==> config.mk <==
export PLATFORM = sky130hd
export DESIGN_NAME = uart_rx_frame_ctrl
export DESIGN_NICKNAME = d
export VERILOG_FILES = /design/src/rtl/uart_pkg.sv /design/src/rtl/uart_frame_buf.sv /design/src/rtl/uart_rx_frame_ctrl.sv
export SDC_FILE = /design/constraint.sdc
export NUM_CORES = 1
export LEC_CHECK = 0
export BUFFER_PORTS_ARGS = -buffer_cell sky130_fd_sc_hd__clkbuf_2
export CORE_UTILIZATION = 40
export CTS_BUF_LIST = sky130_fd_sc_hd__clkbuf_4
export DETAILED_ROUTE_END_ITERATION = 12
export PLACE_DENSITY = 0.52
export SETUP_SLACK_MARGIN = 0.02
export SYNTH_ARGS = -nofsm -noshare
export SYNTH_HDL_FRONTEND = slang
export SYNTH_SLANG_ARGS = --single-unit
==> constraint.sdc <==
create_clock -name clk -period 2.35 [get_ports clk]
set_input_delay 0.47 -clock clk [delete_from_list [all_inputs] [get_ports clk]]
set_output_delay 0.47 -clock clk [all_outputs]
set_load 0.01 [all_outputs]
==> src/rtl/uart_pkg.sv <==
// uart_pkg: shared states, error codes and defaults for the UART frame controller
package uart_pkg;
  typedef enum logic [2:0] {S_IDLE, S_LEN, S_PAYLOAD, S_CHECK, S_DRAIN} state_e;
  localparam logic [2:0] ERR_NONE = 3'd0;
  localparam logic [2:0] ERR_LEN  = 3'd1;
  localparam logic [2:0] ERR_CSUM = 3'd2;
  localparam logic [2:0] ERR_LINE = 3'd3;
  localparam logic [2:0] ERR_TMO  = 3'd4;
  localparam logic [2:0] ERR_OVR  = 3'd5;
  localparam logic [7:0] SYNC_DEFAULT = 8'hA5;
endpackage

==> src/rtl/uart_frame_buf.sv <==
// uart_frame_buf: payload store, synchronous write and asynchronous read
module uart_frame_buf #(
  parameter int DEPTH = 16,
  parameter int AW = $clog2(DEPTH)
) (
  input  logic          clk,
  input  logic          we_i,
  input  logic [AW-1:0] waddr_i,
  input  logic [7:0]    wdata_i,
  input  logic [AW-1:0] raddr_i,
  output logic [7:0]    rdata_o
);
  logic [7:0] mem_q [DEPTH];
  always_ff @(posedge clk)
    if (we_i) mem_q[waddr_i] <= wdata_i;
  assign rdata_o = mem_q[raddr_i];
endmodule

==> src/rtl/uart_rx_frame_ctrl.sv <==
// uart_rx_frame_ctrl: checks SYNC/LEN/payload/XOR frames and streams verified payloads
module uart_rx_frame_ctrl
  import uart_pkg::*;
#(
  parameter logic [7:0] SYNC_BYTE = SYNC_DEFAULT,
  parameter int MAX_LEN = 16,
  parameter int TIMEOUT_CLKS = 50000
) (
  input  logic       clk,
  input  logic       rst_n,
  input  logic [7:0] rx_data,
  input  logic       rx_valid,
  input  logic       rx_error,
  output logic [7:0] m_data,
  output logic       m_valid,
  input  logic       m_ready,
  output logic       m_last,
  output logic       frame_done,
  output logic       frame_err,
  output logic [2:0] err_code,
  output logic       busy
);
  localparam int PW = $clog2(MAX_LEN) + 1;
  localparam int AW = $clog2(MAX_LEN);
  localparam int TW = $clog2(TIMEOUT_CLKS) + 1;
  state_e        state_q;
  logic [PW-1:0] len_q, wr_q, rd_q;
  logic [7:0]    csum_q;
  logic [TW-1:0] tmo_q;
  logic          done_q, err_q;
  logic [2:0]    code_q;
  logic          active, tmo_hit, wr_en;
  logic [7:0]    rd_data;
  assign active  = state_q inside {S_LEN, S_PAYLOAD, S_CHECK};
  assign tmo_hit = tmo_q == TW'(TIMEOUT_CLKS - 1);
  assign wr_en   = state_q == S_PAYLOAD && rx_valid && !rx_error;
  assign m_valid    = state_q == S_DRAIN;
  assign m_data     = m_valid ? rd_data : 8'h00;
  assign m_last     = m_valid && rd_q == len_q - PW'(1);
  assign busy       = state_q != S_IDLE;
  assign frame_done = done_q;
  assign frame_err  = err_q;
  assign err_code   = code_q;
  uart_frame_buf #(.DEPTH(MAX_LEN)) u_buf (
    .clk    (clk),
    .we_i   (wr_en),
    .waddr_i(wr_q[AW-1:0]),
    .wdata_i(rx_data),
    .raddr_i(rd_q[AW-1:0]),
    .rdata_o(rd_data)
  );
  always_ff @(posedge clk) begin
    if (!rst_n) begin
      state_q <= S_IDLE;
      len_q   <= '0;
      wr_q    <= '0;
      rd_q    <= '0;
      csum_q  <= '0;
      tmo_q   <= '0;
      done_q  <= 1'b0;
      err_q   <= 1'b0;
      code_q  <= ERR_NONE;
    end else begin
      done_q <= 1'b0;
      err_q  <= 1'b0;
      tmo_q  <= (rx_valid || !active) ? '0 : tmo_q + TW'(1);
      case (state_q)
        S_IDLE:
          if (rx_valid && rx_data == SYNC_BYTE) begin
            state_q <= S_LEN;
            csum_q  <= '0;
          end
        S_LEN, S_PAYLOAD, S_CHECK:
          if (rx_error) begin
            err_q   <= 1'b1;
            code_q  <= ERR_LINE;
            state_q <= S_IDLE;
          end else if (rx_valid) begin
            if (state_q == S_LEN) begin
              if (rx_data == 8'h00 || 32'(rx_data) > MAX_LEN) begin
                err_q   <= 1'b1;
                code_q  <= ERR_LEN;
                state_q <= S_IDLE;
              end else begin
                len_q   <= PW'(rx_data);
                csum_q  <= rx_data;
                wr_q    <= '0;
                state_q <= S_PAYLOAD;
              end
            end else if (state_q == S_PAYLOAD) begin
              csum_q <= csum_q ^ rx_data;
              wr_q   <= wr_q + PW'(1);
              if (wr_q == len_q - PW'(1)) state_q <= S_CHECK;
            end else if (rx_data == csum_q) begin
              done_q  <= 1'b1;
              rd_q    <= '0;
              state_q <= S_DRAIN;
            end else begin
              err_q   <= 1'b1;
              code_q  <= ERR_CSUM;
              state_q <= S_IDLE;
            end
          end else if (tmo_hit) begin
            err_q   <= 1'b1;
            code_q  <= ERR_TMO;
            state_q <= S_IDLE;
          end
        S_DRAIN: begin
          // incoming bytes are dropped, but the drain itself carries on
          if (rx_valid) begin
            err_q  <= 1'b1;
            code_q <= ERR_OVR;
          end
          if (m_ready) begin
            rd_q <= rd_q + PW'(1);
            if (rd_q == len_q - PW'(1)) begin
              rd_q    <= '0;
              state_q <= S_IDLE;
            end
          end
        end
        default: state_q <= S_IDLE;
      endcase
    end
  end
endmodule
==> run summary <==
Die Footprint: 20310 um^2
Endpoints failing setup: 9
Critical Setup Path Class: reg -> out
DPL Wire Length: 12.41 mm
Routed wire per std cell: 20.10 um
CTS root buf: clkbuf_4
Initial core utilization: 0.4072
Final Max Tran Viols: 0
Via-to-Cell Ratio: 5.328
Inst Count DP: 873
Syn avg cell area: 14.47 um^2
Layout cells sized above 1: 0.3026
Worst slack at placement: -0.03854 ns
Max clock buf depth: 2
Die W: 142.5 um
Final wirelength: 18.43 mm
Violated checks: negative setup slack
Mapped Cells: 546
TritonCTS Buffers: 17
TritonCTS clock tree: done
Slew @ Worst Pin: 0.5671 ns
I/O Buffers: 28
Synth async-reset ratio: 0
Clk sink count: 180
Flop2flop setup slack: 0.17 ns
RSZ-0062 raised after global routing: true
Clock slew at reported path FFs: 0.14 ns
R2R cell count: 9
Post-route setup TNS: -4.772 ns
Hold worst-path end: state_q[2]
Critical path startpoint category: register
First drt pass iteration count: 4
Final Core Density: 0.4804
Antenna violations before repair: 1
Fillers: 1768
Min-delay src: m_ready
Max Cap Violations: 0
H-tree depth: 4
Syn. warnings: 0
Number of global-route vias before repair: 4913
CP Capture Type: output pin
Tcrit/Tclk final: 1.254
Placer Congestion: 0.7871
Initial drt markers: 337
PnR worst setup slack: -0.5967 ns
Power Density: 577.2 nW/um^2
EDFF count, synth: 128
Highest clock rate: 339.4 MHz
Layout area overhead: 17.98%
Sequential share of the synthesized area: 0.6184
CP max stage delay: 0.52 ns
Overflow after GRT: 0
Final net count: 658
Hold_ws: 0.1893 ns
Syn nets: 566
Leak: 3.097 nW
Post-synth top flop: edfxtp_1
Worst clock skew: 0.01789 ns
First-pass GRT wire length: 28.55 mm
Synth Register Bits: 180
Area occupied by multi-input gates: 2899 um^2
Crit path DAT: 2.48 ns
Cts-stage hold buffer count: 0
Max-slew headroom: 0.6220
Worst min path class: in -> reg
Storage element area: 4892 um^2
Library cells used by synthesis: 62
GRT Total Usage: 0.1947
Fin crit period: 2.947 ns
Final hold viol count: 0
Worst Hold Depth: 3
Reg-to-Reg Start: len_q[0]
Cell area after placement: 8737 um^2
Largest net degree at the start of global routing: 33
Max IR drop VDD: 0.0002976 V
Pwr Total: 5.378 mW
Final ANT Viol Nets: 0
I/O pins: 29
Slowest cell on the critical path: mux4_2
Core Area: 19400 um^2
Die H: 142.5 um
Std cell rows: 51
Cell breakdown of the critical path: buf_12, buf_12, mux4_2, mux4_2, and2_4, buf_6
Worst Path Required: 1.88 ns
Clock latency on the worst-skew pair: 0.58 ns
Area of the mapped netlist: 7899 um^2
Vias: 4886
Top fanout value on the critical path: 7
Final std cells w/o fill: 917
Outcome: complete, but fails checks
Finished Cell Area: 9319 um^2
DRC: 0
[cell type report]
| cell class | instances | share of cell area |
|---|---|---|
| Antenna cell | 1 | 0.0002685 |
| Sequential cell | 180 | 0.5250 |
| Inverter | 10 | 0.004028 |
| Multi-Input combinational cell | 331 | 0.3111 |
| Clock inverter | 14 | 0.01651 |
| Clock buffer | 18 | 0.01450 |
| Tap cell | 265 | 0.03558 |
| Timing Repair Buffer | 98 | 0.09305 |
[critical path: cells and delay by family, from the launching register on]
family | cells | cell delay [ns]
mux | 2 | 0.99
simple gates | 1 | 0.15
buf+inv | 3 | 0.37
flops | 1 | 0.40
[per-layer routing]
metal	vias to the layer above	wire, um	track usage
met4	0	91	0.05376
met3	6	626	0.03398
met2	88	9471	0.3338
li1	2261	-	-
met5	-	0	0
met1	2531	8239	0.2534
[timing repair]
action,4_1_cts,5_1_grt
pin swaps,9,3
gates resized for setup,21,21
setup buffers,7,0
endpoints found under the setup margin,10,10
cloned,4,0
[report_power, final]
| group | switching (mW) | total [mW] | leakage, nW | internal (mW) |
|---|---|---|---|---|
| sequential | 0.00728 | 3.40 | 1.57 | 3.40 |
| clock | 1.10 | 1.75 | 0.145 | 0.653 |
| combinational | 0.138 | 0.223 | 1.38 | 0.0847 |
| total | 1.25 | 5.38 | 3.10 | 4.13 |
[synth_stat cells, drive strengths merged (3+ instances only)]
cell | instances | share of area
a21boi | 6 | 0.0057
a21oi | 8 | 0.0051
a31oi | 3 | 0.0032
a32o | 3 | 0.0038
and2 | 12 | 0.0095
and3 | 3 | 0.0024
buf | 13 | 0.010
clkbuf | 12 | 0.0057
dfxtp | 52 | 0.13
edfxtp | 128 | 0.49
ha | 7 | 0.011
inv | 10 | 0.0048
mux2i | 8 | 0.010
mux4 | 40 | 0.11
nand2 | 26 | 0.012
nand2b | 9 | 0.0071
nand3 | 16 | 0.010
nand3b | 6 | 0.0057
nand4 | 9 | 0.0079
nand4b | 3 | 0.0033
nor2 | 50 | 0.024
nor2b | 25 | 0.020
nor3 | 12 | 0.0089
nor3b | 4 | 0.0059
nor4 | 5 | 0.0074
o2111ai | 3 | 0.0033
o211ai | 6 | 0.0057
o21ai | 4 | 0.0025
o31ai | 3 | 0.0029
xnor2 | 24 | 0.028
xor2 | 12 | 0.013
[registers in the layout (all words and copies together) (netlist names), named ones only]
register and count:
len_q 5, frame_done 1, tmo_q 17, frame_err 1, state_q 3, wr_q 5
err_code 3, csum_q 8, rd_q 5, u_buf.mem_q 128
[logic make-up after synthesis]
family	after synthesis	synth area share
mux	48	0.1242
fa+ha+maj	7	0.01109
simple gates	189	0.1335
xor+xnor	36	0.04087
compound gates	51	0.05101
flops	180	0.6184
buf+inv	35	0.02091
[placed cells by master (no fill, tap or decap), drive strengths merged, types with 4 or more instances in the layout]
master	instances
edfxtp	128
nand3	16
dfxtp	52
xnor2	24
xor2	12
nand4	9
inv	13
and2	12
nand2	26
nor2b	25
a21oi	8
nor4	5
mux4	40
nor3	12
nand3b	6
mux2i	8
a21boi	6
clkbuf	38
clkinv	6
nor2	50
o21ai	4
ha	7
buf	78
o211ai	6
nor3b	4
nand2b	9
[worst max path at each step]
| stage | from | to | slack [ns] | depth (start not counted) |
|---|---|---|---|---|
| 6_report | register | m_data[0] | -0.60 | 6 |
| 5_1_grt | register | m_data[6] | -0.70 | 6 |
| 4_1_cts | register | m_data[0] | -0.63 | 6 |
| 3_5_place_dp | rx_data[4] | register | -0.04 | 8 |
| 3_3_place_gp | rx_data[5] | register | -0.02 | 8 |
| 2_1_floorplan | register | m_data[0] | 0.09 | 5 |
Power figures use the tool's default switching activity.
